===== config.mk =====
export PLATFORM = sky130hd
export DESIGN_NAME = pcm_frame_assembler_flat
export DESIGN_NICKNAME = d
export VERILOG_FILES = /design/src/rtl/pcm_frame_assembler_pkg.sv /design/src/rtl/pcm_frame_assembler_if.sv /design/src/rtl/pcm_frame_assembler_hysteresis_flag.sv /design/src/rtl/pcm_frame_assembler.sv /design/src/flat_wrapper.sv
export SDC_FILE = /design/constraint.sdc
export NUM_CORES = 1
export LEC_CHECK = 0
export BUFFER_PORTS_ARGS = -buffer_cell sky130_fd_sc_hd__buf_4
export CAP_MARGIN = 20
export CORE_ASPECT_RATIO = 1.4
export CORE_UTILIZATION = 35
export CTS_CLUSTER_SIZE = 14
export DETAILED_ROUTE_END_ITERATION = 16
export PLACE_DENSITY = 0.57
export SLEW_MARGIN = 20
export SYNTH_ARGS = -nofsm -noshare
export SYNTH_HDL_FRONTEND = slang
export SYNTH_HIERARCHICAL = 1
export SYNTH_SLANG_ARGS = --single-unit

===== constraint.sdc =====
create_clock -name clk -period 1.9 [get_ports clk]
set_clock_uncertainty 0.1 [all_clocks]
set_input_delay 0.285 -clock clk [delete_from_list [all_inputs] [get_ports clk]]
set_output_delay 0.285 -clock clk [all_outputs]
set_load 0.01 [all_outputs]

===== src/rtl/pcm_frame_assembler_pkg.sv =====
// Shared audio definitions: byte-collector states and the 4-byte stereo frame layout.
// The FIFO and DAC stages import the same lane positions.
package pcm_frame_assembler_pkg;

   typedef enum logic [1:0] {
      WAIT_B0 = 2'd0,
      WAIT_B1 = 2'd1,
      WAIT_B2 = 2'd2,
      WAIT_B3 = 2'd3
   } pcm_state_t;

   localparam int FRAME_BYTES = 4;
   localparam int FRAME_BITS  = 32;
   localparam int COUNT_BITS  = 16;

   // Little-endian samples: left = {B1,B0}, right = {B3,B2}.
   localparam int B0_LSB = 16;
   localparam int B1_LSB = 24;
   localparam int B2_LSB = 0;
   localparam int B3_LSB = 8;

   function automatic logic [FRAME_BITS-1:0] assemble_frame(
      input logic [7:0] b0,
      input logic [7:0] b1,
      input logic [7:0] b2,
      input logic [7:0] b3
   );
      logic [FRAME_BITS-1:0] f;
      f = '0;
      f[B0_LSB +: 8] = b0;
      f[B1_LSB +: 8] = b1;
      f[B2_LSB +: 8] = b2;
      f[B3_LSB +: 8] = b3;
      return f;
   endfunction

   function automatic logic [COUNT_BITS-1:0] sat_inc(input logic [COUNT_BITS-1:0] v);
      return (v == {COUNT_BITS{1'b1}}) ? v : v + COUNT_BITS'(1);
   endfunction

endpackage


===== src/rtl/pcm_frame_assembler_if.sv =====
// Byte-in / frame-out bundle of the PCM frame assembler, including FIFO status and counters.
// Handshake: rx_data is taken on any clk edge where rx_valid is 1 (no back-pressure);
// wr_data is valid only on the single cycle wr_en is 1 and is held otherwise.
interface pcm_frame_assembler_if #(
   parameter int FILL_BITS = 12
);
   import pcm_frame_assembler_pkg::*;

   logic [7:0]           rx_data;
   logic                 rx_valid;
   logic                 fifo_full;
   logic [FILL_BITS-1:0] fifo_fill;
   logic [31:0]          wr_data;
   logic                 wr_en;
   logic                 cts;
   logic [15:0]          drop_count;
   logic [15:0]          resync_count;
   pcm_state_t           state_dbg;

   modport master (
      output rx_data, rx_valid, fifo_full, fifo_fill,
      input  wr_data, wr_en, cts, drop_count, resync_count, state_dbg
   );

   modport slave (
      input  rx_data, rx_valid, fifo_full, fifo_fill,
      output wr_data, wr_en, cts, drop_count, resync_count, state_dbg
   );

endinterface


===== src/rtl/pcm_frame_assembler_hysteresis_flag.sv =====
// Registered flag with hysteresis: cleared at/above HIGH_MARK, set at/below LOW_MARK,
// held in between; force_clear overrides. Usable for CTS or DSR-style almost-full flags.
module hysteresis_flag #(
   parameter int   WIDTH     = 12,
   parameter int   LOW_MARK  = 1228,
   parameter int   HIGH_MARK = 2048,
   parameter logic RESET_VAL = 1'b1
) (
   input  logic             clk,
   input  logic             reset_n,
   input  logic [WIDTH-1:0] level,
   input  logic             force_clear,
   output logic             flag
);

   localparam logic [WIDTH-1:0] LOW_LVL  = WIDTH'(LOW_MARK);
   localparam logic [WIDTH-1:0] HIGH_LVL = WIDTH'(HIGH_MARK);

   always_ff @(posedge clk or negedge reset_n) begin
      if (!reset_n) begin
         flag <= RESET_VAL;
      end else if (force_clear) begin
         flag <= 1'b0;
      end else if (level >= HIGH_LVL) begin
         flag <= 1'b0;
      end else if (level <= LOW_LVL) begin
         flag <= 1'b1;
      end
   end

endmodule


===== src/rtl/pcm_frame_assembler.sv =====
// Collects four UART bytes into one 32-bit stereo frame and writes it to the downstream FIFO,
// with mid-frame gap resync, drop/resync counters and hysteretic clear-to-send.
module pcm_frame_assembler
   import pcm_frame_assembler_pkg::*;
#(
   parameter int CLK_FREQ    = 12_000_000,
   parameter int GAP_TIMEOUT = 1200,
   parameter int FILL_BITS   = 12,
   parameter int LOW_MARK    = 1228,
   parameter int HIGH_MARK   = 2048
) (
   input logic                  clk,
   input logic                  reset_n,
   pcm_frame_assembler_if.slave bus
);

   localparam int GAP_W = $clog2(GAP_TIMEOUT + 1);
   localparam logic [GAP_W-1:0] GAP_LIMIT = GAP_W'(GAP_TIMEOUT);

   if (CLK_FREQ < 1 || GAP_TIMEOUT < 2 || HIGH_MARK <= LOW_MARK) begin : g_bad_params
      $error("pcm_frame_assembler: illegal parameter combination");
   end

   pcm_state_t            state_q, state_d;
   logic [GAP_W-1:0]      gap_q, gap_d, gap_inc;
   logic [7:0]            b0_q, b0_d, b1_q, b1_d, b2_q, b2_d;
   logic [FRAME_BITS-1:0] wr_data_q, wr_data_d;
   logic                  wr_en_q, wr_en_d;
   logic [COUNT_BITS-1:0] drop_q, drop_d, resync_q, resync_d;
   logic                  cts_w;

   always_ff @(posedge clk or negedge reset_n) begin
      if (!reset_n) begin
         state_q   <= WAIT_B0;
         gap_q     <= '0;
         b0_q      <= '0;
         b1_q      <= '0;
         b2_q      <= '0;
         wr_data_q <= '0;
         wr_en_q   <= 1'b0;
         drop_q    <= '0;
         resync_q  <= '0;
      end else begin
         state_q   <= state_d;
         gap_q     <= gap_d;
         b0_q      <= b0_d;
         b1_q      <= b1_d;
         b2_q      <= b2_d;
         wr_data_q <= wr_data_d;
         wr_en_q   <= wr_en_d;
         drop_q    <= drop_d;
         resync_q  <= resync_d;
      end
   end

   always_comb begin
      state_d   = state_q;
      gap_d     = gap_q;
      gap_inc   = gap_q + GAP_W'(1);
      b0_d      = b0_q;
      b1_d      = b1_q;
      b2_d      = b2_q;
      wr_data_d = wr_data_q;
      wr_en_d   = 1'b0;
      drop_d    = drop_q;
      resync_d  = resync_q;

      // A byte arriving on the timeout cycle wins: it is accepted and the gap restarts.
      if (bus.rx_valid) begin
         gap_d = '0;
         case (state_q)
            WAIT_B0: begin
               b0_d    = bus.rx_data;
               state_d = WAIT_B1;
            end
            WAIT_B1: begin
               b1_d    = bus.rx_data;
               state_d = WAIT_B2;
            end
            WAIT_B2: begin
               b2_d    = bus.rx_data;
               state_d = WAIT_B3;
            end
            WAIT_B3: begin
               state_d = WAIT_B0;
               if (!bus.fifo_full) begin
                  wr_en_d   = 1'b1;
                  wr_data_d = assemble_frame(b0_q, b1_q, b2_q, bus.rx_data);
               end else begin
                  drop_d = sat_inc(drop_q);
               end
            end
            default: state_d = WAIT_B0;
         endcase
      end else if (state_q != WAIT_B0) begin
         if (gap_inc == GAP_LIMIT) begin
            state_d  = WAIT_B0;
            gap_d    = '0;
            b0_d     = '0;
            b1_d     = '0;
            b2_d     = '0;
            resync_d = sat_inc(resync_q);
         end else begin
            gap_d = gap_inc;
         end
      end
   end

   hysteresis_flag #(
      .WIDTH     (FILL_BITS),
      .LOW_MARK  (LOW_MARK),
      .HIGH_MARK (HIGH_MARK),
      .RESET_VAL (1'b1)
   ) u_cts_flag (
      .clk         (clk),
      .reset_n     (reset_n),
      .level       (bus.fifo_fill),
      .force_clear (bus.fifo_full),
      .flag        (cts_w)
   );

   assign bus.wr_data      = wr_data_q;
   assign bus.wr_en        = wr_en_q;
   assign bus.cts          = cts_w;
   assign bus.drop_count   = drop_q;
   assign bus.resync_count = resync_q;
   assign bus.state_dbg    = state_q;

endmodule


===== src/flat_wrapper.sv =====
// flat-port wrapper written by rule: the top's interface ports become plain ports
module pcm_frame_assembler_flat import pcm_frame_assembler_pkg::*;
#(
   parameter int CLK_FREQ    = 12_000_000,
   parameter int GAP_TIMEOUT = 1200,
   parameter int FILL_BITS   = 12,
   parameter int LOW_MARK    = 1228,
   parameter int HIGH_MARK   = 2048
)
  (clk, reset_n, bus_rx_data, bus_rx_valid, bus_fifo_full, bus_fifo_fill, bus_wr_data, bus_wr_en, bus_cts, bus_drop_count, bus_resync_count, bus_state_dbg);
  pcm_frame_assembler_if #(.FILL_BITS(FILL_BITS)) bus_i ();
  input logic clk;
  input logic reset_n;
  input wire logic [$bits(bus_i.rx_data)-1:0] bus_rx_data;
  input wire logic [$bits(bus_i.rx_valid)-1:0] bus_rx_valid;
  input wire logic [$bits(bus_i.fifo_full)-1:0] bus_fifo_full;
  input wire logic [$bits(bus_i.fifo_fill)-1:0] bus_fifo_fill;
  output wire logic [$bits(bus_i.wr_data)-1:0] bus_wr_data;
  output wire logic [$bits(bus_i.wr_en)-1:0] bus_wr_en;
  output wire logic [$bits(bus_i.cts)-1:0] bus_cts;
  output wire logic [$bits(bus_i.drop_count)-1:0] bus_drop_count;
  output wire logic [$bits(bus_i.resync_count)-1:0] bus_resync_count;
  output wire logic [$bits(bus_i.state_dbg)-1:0] bus_state_dbg;
  assign bus_i.rx_data = bus_rx_data;
  assign bus_i.rx_valid = bus_rx_valid;
  assign bus_i.fifo_full = bus_fifo_full;
  assign bus_i.fifo_fill = bus_fifo_fill;
  assign bus_wr_data = bus_i.wr_data;
  assign bus_wr_en = bus_i.wr_en;
  assign bus_cts = bus_i.cts;
  assign bus_drop_count = bus_i.drop_count;
  assign bus_resync_count = bus_i.resync_count;
  assign bus_state_dbg = bus_i.state_dbg;
  pcm_frame_assembler #(.CLK_FREQ(CLK_FREQ), .GAP_TIMEOUT(GAP_TIMEOUT), .FILL_BITS(FILL_BITS), .LOW_MARK(LOW_MARK), .HIGH_MARK(HIGH_MARK)) u_core (.clk(clk), .reset_n(reset_n), .bus(bus_i));
endmodule

==> summary.md, run 1 <==
| Metric | Value |
|---|---|
| Antenna violations before repair | 0 |
| Syn Inst Count | between 400 and 500 |
| Leakage | about 3.3 nW |
| Overflow after GRT | 0 |
| Yosys reg bits | 103 |
| CP bufs+invs | 2 |
| Peak Freq | around 0.50 GHz |
| First drt pass iteration count | 4 |
| Layout cells sized above 1 | 0.398 |
| Post-DP HPWL | 8240 microns |
| H-tree Lvls | 3 |
| Via density per instance | approximately 4.9 |
| Synthesized area | 0.00480 sq mm |
| Synth Area in Compound Gates | 0.0729 |
| Setup_tns | -3200 ps |
| Reg clk slew, reported paths | approximately 70 ps |
| Syn nets | 483 |
| Status | complete, but fails checks |
| Fin crit period | around 2000 ps |
| Synth warnings | 6 |
| Worst hold path type | in -> reg |
| Power share of the combinational group | 0.343 |
| Filler instances | 1246 |
| Residual DRC | 0 |
| Highest-count cells in the layout ignoring fill and taps | 135 x buf_4, 110 x nand2_1, 97 x dfrtp_1 |
| Initial Utilization | 0.359 |
| Total of max-cap violations | 0 |
| DIE AREA | approximately 0.014 sq mm |
| Power per Cell Area | 1180 mW/mm^2 |
| Multiplexer area fraction after synthesis | 0.0662 |
| Worst-margin pin slew | between 300 and 400 ps |
| Global Route Usage Sum | 0.176 |
| Seq/Total Area, Yosys | 0.537 |
| Core Area | around 0.013 sq mm |
| Post-synth ARST share | 1.00 |
| Switch Pwr | roughly 2.5 mW |
| Crit-path cells | ha_2 -> nand4_1 -> buf_4 -> nor3_4 -> buf_6 -> a31oi_4 -> and3_1 -> a211o_1 |
| CTS max path bufs | 2 |
| Site Rows | 50 |
| Synthesized-area fraction occupied by adder cells | 0.0208 |
| Violated checks | negative setup slack |
| Simple-gate share of the synthesized area | 0.210 |
| Wire length per cell | around 16 microns |
| Slowest stage delay, CP | 380 ps |
| Syn Area/Cell | ~11 sq um |
| Die X | ~100 microns |
| VDD IR max | 0.750 mV |
| Clock Latency Late Sink | 340 ps |
| Detail Route Antenna Nets | 0 |
| CTS buffer count | 9 |
| Critical setup path kind | reg -> reg |
| Startpoint class of the critical path | flop |
| RSZ-0062 raised after global routing | true |
| Top_reg_cell synth | dfrtp_1 |
| Reg power frac | 0.411 |
| Most common cell after layout, fill and taps aside | buf_4 |
| Gpl congestion | between 0.8 and 0.9 |
| DRT Wirelength | between 10000 and 15000 microns |
| DR iter-0 viols | approximately 130 |
| CP required | 2030 ps |
| Pin count of the biggest net entering global routing | 58 |
| Main combinational cell family by area after synthesis | simple AND/OR/NAND/NOR gates |
| Final WS setup | -113 ps |
| Period utilisation layout | 1.06 |
| Boundary pin count | 92 |
| Post-DP Area | roughly 0.0060 sq mm |
| CP Data Arrival Time | between 2000 and 2500 ps |
| CP Capture Type | flop |
| Final core utilization | 0.502 |
| First-pass GRT wire length | roughly 19000 microns |
| P_int | around 5.5 mW |
| Clk pwr share | 0.246 |
| CTS tree | done |
| Crit-path leading delay family | simple AND/OR/NAND/NOR gates |
| Nets | 628 |
| Number of flops mapped to enable cells by yosys | 0 |
| Die height | approximately 140 microns |
| Post-Synth XOR/XNOR Area | 0.0656 |
| Vias in the first global route | a little under 4000 |
| CTS sink cnt | around 100 |
| Final instance area | ~0.0067 sq mm |
| Max-slew violations | 0 |
| Synth cell types | between 40 and 50 |
| CTS root buffer | clkbuf_16 |
| Antenna cells | 0 |
| IO buf count | 91 |
| CP max-delay cell | dfrtp_1 |
| Vias | roughly 3800 |
| Hold Violations, Final | 0 |
| Area grow syn2layout | 40.0% |
| Critical path fanouts, max | 4 |
| Max-Slew Margin vs Limit | 0.733 |
| # setup viols final | 43 |
| Sw frac | 0.314 |
-- layer usage --
metal  track usage  vias to the layer above  wire (microns)
met5             0                        -               0
met4        0.0671                        0             216
met3        0.0332                       18             453
met2         0.311                       94            6490
met1         0.208                     1845            5030
li1              -                     1841               -
-- area by class of cell --
| class | count | area [sq um] | share of cell area |
|---|---|---|---|
| clock inverter | 5 | 65.1 | 0.00967 |
| tap | 182 | 228 | 0.0339 |
| inverter | 10 | 37.5 | 0.00558 |
| multi-input combinational | 320 | 2290 | 0.341 |
| clock buffer | 11 | 253 | 0.0376 |
| sequential | 103 | 2580 | 0.384 |
| timing repair buffer | 152 | 1270 | 0.188 |
-- repair_timing --
| item | in CTS | in global routing |
|---|---|---|
| gates cloned | 0 | 4 |
| gates resized for setup | 6 | 32 |
| hold endpoints to repair | 102 | 0 |
| hold buffers | 1 | 0 |
| setup endpoints to repair | 44 | 51 |
| buffers inserted | 1 | 10 |
| pin swaps | 0 | 39 |
-- flip-flops by register name, summed over array words and instances (netlist names) --
signal	flops
u_core/bus.state_dbg	2
u_core/b1_q	8
u_core/u_cts_flag/flag	1
u_core/bus.drop_count	16
u_core/b0_q	8
u_core/bus.wr_en	1
u_core/bus.wr_data	32
u_core/bus.resync_count	16
u_core/gap_q	11
u_core/b2_q	8
-- cells by family after synthesis --
group                      Yosys count
AOI/OAI and AO/OA                   41
xor gates and xnor gates            36
adders and majority gates            8
buffers and inverters               29
DFF                                103
muxes                               28
and+or+nand+nor                    206
-- worst register-to-register path, cell delays in order, from the launching register on --
cell	delay, ps
dfrtp_1	380
ha_2	200
nand4_1	150
buf_4	190
nor3_4	190
buf_6	140
a31oi_4	110
and3_1	190
a211o_1	260
-- per-stage QoR --
stage                     power (mW)  worst slack, ps  hold WS [ps]  cells
after floorplan                 4.66            -8.28          -111    451
after global placement          5.86            -57.0          22.7    751
after detailed placement        5.96             -105          23.4    751
after CTS                       7.95            -55.1          74.5    769
after global routing            8.44             -222          79.9    783
final                           7.94             -113          84.5    783
-- power by group through the flow --
stage	combinational, mW	sequential (mW)	clock (mW)
floorplan	1.24	3.42	0
global placement	2.59	3.27	0
detailed placement	2.66	3.30	0
CTS	2.67	3.26	2.02
global route	2.99	3.35	2.09
finish	2.73	3.27	1.95
-- worst paths after layout --
path                                         from                    endpoint  slack, ps  depth (start not counted)
setup / recovery                  u_core/gap_q[1]            u_core/gap_q[10]       -110                          8
hold / removal                     bus_rx_data[7]      u_core/bus.wr_data[15]         80                          3
setup reg to reg                  u_core/gap_q[1]            u_core/gap_q[10]       -110                          8
hold reg to reg            u_core/bus.wr_data[17]      u_core/bus.wr_data[17]        380                          2
max in group asynchronous                 reset_n             u_core/gap_q[9]        950                          3
min in group asynchronous                 reset_n  u_core/bus.resync_count[4]        200                          2
-- Yosys cell counts (all sizes together), types with 2 or more instances --
cell type	number	area [sq um]
nand2b	3	18.8
clkbuf	8	30.0
nor3	15	110
nand3	22	115
dfrtp	102	2550
ha	8	100
o21ai	2	10.0
nand2	112	420
nand4	8	50.1
a31oi	2	12.5
or2	2	15.0
and3	11	68.8
xnor2	16	140
nor2	17	66.3
mux2	27	304
and4	2	17.5
inv	10	37.5
xor2	20	175
nor4	7	65.1
o211ai	3	22.5
nor3b	2	25.0
a22o	27	236
buf	11	65.1
No activity file was read; power rests on OpenSTA's default activity.
==> run 2: changes to the inputs <==
--- a/config.mk
+++ b/config.mk
@@ -8,7 +8,9 @@
 export BUFFER_PORTS_ARGS = -buffer_cell sky130_fd_sc_hd__buf_4
 export CAP_MARGIN = 20
 export CORE_ASPECT_RATIO = 1.4
+export CORE_MARGIN = 1.5
 export CORE_UTILIZATION = 35
+export CTS_BUF_LIST = sky130_fd_sc_hd__clkbuf_4
 export CTS_CLUSTER_SIZE = 14
 export DETAILED_ROUTE_END_ITERATION = 16
 export PLACE_DENSITY = 0.57
==> summary.md, run 2 (synthesis gave the netlist of run 1 again) <==
| Metric | Value |
|---|---|
| CP required | 2170 ps (+140 ps) |
| Period utilisation layout | 1.07 (+0.0124) |
| Vias in the first global route | 3951 (-0.18%) |
| Antenna cells | 0 (unchanged) |
| Wire length per cell | 15.7 microns (+0.67%) |
| Most common cell after layout, fill and taps aside | buf_4 |
| Critical setup path kind | reg -> reg |
| R2r worst-path depth | 9 (+1) |
| DRT Wirelength | 12500 microns (+2.5%) |
| Global Route Usage Sum | 0.173 (-0.00232) |
| IO buf count | 91 (unchanged) |
| CP max-delay cell | dfrtp_2 |
| First drt pass iteration count | 4 (unchanged) |
| Crit. Startpoint | u_core/bus.state_dbg[0] |
| Layout cells sized above 1 | 0.387 (-0.0107) |
| Status | complete, but fails checks |
| Violated checks | negative setup slack |
| DIE AREA | 0.0144 sq mm (+1.7%) |
| CTS max path bufs | 2 (unchanged) |
| CP Capture Type | flop |
| VDD IR max | 0.705 mV (-6.0%) |
| Post-DP HPWL | 8140 microns (-1.2%) |
| First-pass GRT wire length | 19700 microns (+2.0%) |
| Critical path fanouts, max | 6 (+2) |
| Power, Total | 7.19 mW (-9.5%) |
| H-tree Lvls | 3 (unchanged) |
| Filler instances | 1309 (+5.1%) |
| Boundary pin count | 92 (unchanged) |
| Beginning of the worst hold path | bus_fifo_fill[8] |
| RSZ-0062 raised after global routing | true |
| Vias | 3909 (+2.9%) |
| Worst hold path type | in -> reg |
| Worst-margin pin slew | 598 ps (+199 ps) |
| Die height | 142 microns (+0.71%) |
| Die X | 102 microns (+0.99%) |
| Power per Cell Area | 1080 mW/mm^2 (-8.8%) |
| Worst hold slack | 33.7 ps (-50.8 ps) |
| Most used cell, CP | buf_6 |
| Hold Violations, Final | 0 (unchanged) |
| CTS root buffer | clkbuf_4 |
| Site Rows | 50 (unchanged) |
| Residual DRC | 0 (unchanged) |
| Core Area | 0.0134 sq mm (unchanged) |
| DR iter-0 viols | 155 (+24%) |
| Initial Utilization | 0.359 (unchanged) |
| Pin count of the biggest net entering global routing | 104 (+79%) |
| Overflow after GRT | 0 (unchanged) |
| CP Data Arrival Time | 2300 ps (+150 ps) |
| Leakage | 3.30 nW (-0.95%) |
| Detail Route Antenna Nets | 0 (unchanged) |
| Peak Freq | 0.491 GHz (-1.2%) |
| Via density per instance | 4.90 (+1.1%) |
| R2r startpoint | u_core/bus.state_dbg[0] |
| Max-Slew Margin vs Limit | 0.601 (-0.132) |
| Startpoint class of the critical path | flop |
| Reg clk slew, reported paths | 170 ps (+100 ps) |
| # setup viols final | 38 (-12%) |
| Hold Path Depth | 4 (+1) |
| Slowest stage delay, CP | 400 ps (+20 ps) |
| Nets | 642 (+2.2%) |
| CTS tree | done |
| Critical path depth in cells | 9 (+1) |
| Fin crit period | 2040 ps (+23.5 ps) |
| Area grow syn2layout | 39.1% |
| Antenna violations before repair | 0 (unchanged) |
| Max-slew violations | 0 (unchanged) |
| Gpl congestion | 0.870 (-1.9%) |
| CTS sink cnt | 103 (unchanged) |
| Total of max-cap violations | 0 (unchanged) |
| CTS buffer count | 9 (unchanged) |
| Max reg flops | 32 (unchanged) |
| CP bufs+invs | 3 (+1) |
| Final WS setup | -136 ps (-23.5 ps) |
| Crit-path leading delay family | simple AND/OR/NAND/NOR gates |
| Crit-path cells | inv_2 -> ha_4 -> or2_4 -> nor4_4 -> nand3_4 -> buf_6 -> buf_6 -> nor3_2 -> xor2_1 |
| Clock Latency Late Sink | 460 ps (+120 ps) |
| Highest-count cells in the layout ignoring fill and taps | 140 x buf_4, 112 x nand2_1, 97 x dfrtp_1 |
[run 2: cell count changes in the layout (fill, tap and decap cells not counted), moves of 5 or more]
| cell | before | now |
|---|---|---|
| buf_4 | 135 | 140 |
| clkbuf_16 | 11 | 1 |
| clkbuf_4 | 0 | 10 |
| dlygate4sd3_1 | 1 | 15 |
[run 2: worst register-to-register path, stage by stage (launching register included)]
cell	delay, ps
dfrtp_2	400
inv_2	50
ha_4	150
or2_4	240
nor4_4	260
nand3_4	110
buf_6	150
buf_6	120
nor3_2	180
xor2_1	180
[run 2: stage by stage]
stage	cells	TNS [ps]	area (sq um)	utilization	setup WS, ps
2_1_floorplan	451	-8.28	4840	-	-8.28
6_report	797	-2440	6680	0.499	-136
4_1_cts	785	-3480	6420	0.479	-114
3_3_place_gp	752	-1140	6050	0.452	-113
3_5_place_dp	752	-2430	6050	0.452	-213
5_1_grt	797	-5540	6680	0.499	-221
[run 2: final timing paths]
check                      slack (ps)                         end
max reg2reg                      -140  u_core/bus.resync_count[7]
min reg2reg                       390      u_core/bus.wr_data[21]
min                                30      u_core/u_cts_flag/flag
min in group asynchronous         280  u_core/bus.resync_count[4]
max in group asynchronous         910             u_core/gap_q[6]
max                              -140  u_core/bus.resync_count[7]
[run 2: report_power, final]
| part | internal [mW] | total [mW] | leakage [nW] | switching (mW) |
|---|---|---|---|---|
| registers | 2.83 | 3.27 | 1.33 | 0.447 |
| logic | 1.55 | 2.76 | 1.89 | 1.21 |
| clock network | 0.413 | 1.16 | 0.0717 | 0.743 |
[run 2: area by class of cell]
class,instances,area [sq um],share of cell area
sequential,103,2580,0.387
tap,182,228,0.0341
clock buffer,10,75.1,0.0112
clock inverter,6,62.6,0.00936
multi-input combinational,319,2310,0.346
timing repair buffer,167,1390,0.207
inverter,10,37.5,0.00562
[run 2: layer usage]
metal | global-route usage | vias up | wire length (microns)
li1 | - | 1871 | -
met1 | 0.212 | 1929 | 5310
met2 | 0.306 | 90 | 6510
met3 | 0.0281 | 19 | 394
met4 | 0.0591 | 0 | 269
met5 | 0 | - | 0
[run 2: timing repair]
action,4_1_cts,5_1_grt
resized for setup,12,28
setup buffers,2,10
cloned,0,2
endpoints found under the setup margin,44,54
hold buffers,15,0
hold endpoints to repair,111,0
pin swaps,5,29
==> run 3: changes to the inputs <==
--- a/config.mk
+++ b/config.mk
@@ -14,6 +14,7 @@
 export CTS_CLUSTER_SIZE = 14
 export DETAILED_ROUTE_END_ITERATION = 16
 export PLACE_DENSITY = 0.57
+export SETUP_SLACK_MARGIN = 0.5
 export SLEW_MARGIN = 20
 export SYNTH_ARGS = -nofsm -noshare
 export SYNTH_HDL_FRONTEND = slang
==> summary.md, run 3 (synthesis gave the netlist of run 1 again) <==
| Metric | Value |
|---|---|
| Setup_tns | -635 ps (+1800 ps) |
| Power, Total | 8.40 mW (+17%) |
| Worst hold path type | in -> reg |
| Die height | 142 microns (unchanged) |
| Antenna cells | 0 (unchanged) |
| CP Data Arrival Time | 2260 ps (-40 ps) |
| Antenna violations before repair | 0 (unchanged) |
| Startpoint class of the critical path | flop |
| Highest-count cells in the layout ignoring fill and taps | 108 x buf_4, 103 x buf_6, 92 x dfrtp_1 |
| Total of max-cap violations | 0 (unchanged) |
| Footprint of the multi-input gates | 0.00270 sq mm (+17%) |
| First-pass GRT wire length | 22200 microns (+12%) |
| CTS buffer count | 9 (unchanged) |
| Site Rows | 50 (unchanged) |
| R2r worst-path depth | 8 (-1) |
| Die X | 102 microns (unchanged) |
| Worst hold slack | 17.1 ps (-16.7 ps) |
| Residual DRC | 0 (unchanged) |
| Cells after DPL | 753 (+0.13%) |
| Detail Route Antenna Nets | 0 (unchanged) |
| Max-slew violations | 0 (unchanged) |
| Critical path fanouts, max | 12 (+6) |
| Final WS setup | -65.5 ps (+70.6 ps) |
| CP required | 2200 ps (+30 ps) |
| Area grow syn2layout | 71.5% |
| Overflow after GRT | 0 (unchanged) |
| CTS sink cnt | 103 (unchanged) |
| Period utilisation layout | 1.03 (-0.0372) |
| Filler instances | 1135 (-13%) |
| Via density per instance | 4.97 (+1.4%) |
| CTS tree | done |
| Worst slack, placed | -72.8 ps (+140 ps) |
| Max reg flops | 32 (unchanged) |
| Clock Latency Late Sink | 470 ps (about the same) |
| Status | complete, but fails checks |
| Hold Path Depth | 4 (unchanged) |
| Max-Slew Margin vs Limit | 0.705 (+0.103) |
| H-tree Lvls | 3 (unchanged) |
| CTS root buffer | clkbuf_4 |
| Post-DP Area | 0.00613 sq mm (+1.2%) |
| CP Capture Type | flop |
| Final instance area | 0.00824 sq mm (+23%) |
| Final core utilization | 0.615 (+0.116) |
| CTS max path bufs | 2 (unchanged) |
| DRT Wirelength | 14500 microns (+16%) |
| Hold Violations, Final | 0 (unchanged) |
| Layout cells sized above 1 | 0.583 (+0.196) |
| Most common cell after layout, fill and taps aside | buf_4 |
| Vias | 4362 (+12%) |
| Nets | 722 (+12%) |
| First drt pass iteration count | 4 (unchanged) |
| # setup viols final | 27 (-29%) |
| Reg clk slew, reported paths | 170 ps (about the same) |
| DR iter-0 viols | 97 (-37%) |
| Sequential Area | 0.00259 sq mm (+0.24%) |
| Gpl congestion | 0.877 (+0.84%) |
| Critical setup path kind | reg -> reg |
| Fin crit period | 1970 ps (-70.6 ps) |
| Wire length per cell | 16.5 microns (+5.3%) |
| Peak Freq | 0.509 GHz (+3.6%) |
| Core Area | 0.0134 sq mm (unchanged) |
| IO buf count | 91 (unchanged) |
| Global Route Usage Sum | 0.199 (+0.0258) |
| Boundary pin count | 92 (unchanged) |
| Post-DP HPWL | 8300 microns (+2.0%) |
| DIE AREA | 0.0144 sq mm (unchanged) |
| Power per Cell Area | 1020 mW/mm^2 (-5.2%) |
| Initial Utilization | 0.359 (unchanged) |
| Post-Layout Cell Count | 877 (+10%) |
| Pin count of the biggest net entering global routing | 41 (-61%) |
| RSZ-0062 raised after global routing | true |
| VDD IR max | 0.802 mV (+14%) |
| Worst-margin pin slew | 441 ps (-157 ps) |
| Vias in the first global route | 4588 (+16%) |
| Violated checks | negative setup slack |
| Leakage | 4.11 nW (+25%) |
-- run 3: worst paths after layout --
kind | from | endpoint | slack [ps]
max | u_core/bus.state_dbg[0] | u_core/bus.resync_count[9] | -70
min | bus_fifo_full | u_core/u_cts_flag/flag | 20
max reg2reg | u_core/bus.state_dbg[0] | u_core/bus.resync_count[9] | -70
min reg2reg | u_core/bus.wr_data[16] | u_core/bus.wr_data[16] | 420
max in group asynchronous | reset_n | u_core/u_cts_flag/flag | 960
min in group asynchronous | reset_n | u_core/bus.resync_count[6] | 160
-- run 3: layout make-up --
class	count	share of cell area
flip-flops and latches	103	0.315
multi-input cells	319	0.327
clock inverters	7	0.00775
well taps	182	0.0276
repair inverters	3	0.00759
clock buffers	9	0.00820
inverters	10	0.00638
repair buffers	244	0.301
-- run 3: critical path, stage by stage (launching register included) --
cell	delay, ps
dfrtp_2	410
inv_2	50
ha_4	160
or2_4	260
nor4_4	140
nand3_2	120
buf_12	170
nor4_2	280
xor2_1	190
-- run 3: timing repair --
item	4_1_cts	5_1_grt
hold endpoints to repair	111	1
setup endpoints to repair	169	170
pin swaps	14	69
cloned	7	0
buffers inserted	51	32
gates resized for setup	158	112
hold buffers	14	5
-- run 3: power by group --
part | total (mW) | internal (mW) | switching (mW)
registers | 3.41 | 2.83 | 0.583
logic | 3.88 | 2.32 | 1.56
clock network | 1.12 | 0.300 | 0.816
total | 8.40 | 5.45 | 2.96
-- run 3: routing by layer --
layer,GRT usage,vias to the layer above,wire length (microns)
met1,0.227,2195,5560
met2,0.363,107,8160
met4,0.0988,0,347
met5,0,-,0
met3,0.0202,25,394
li1,-,2035,-
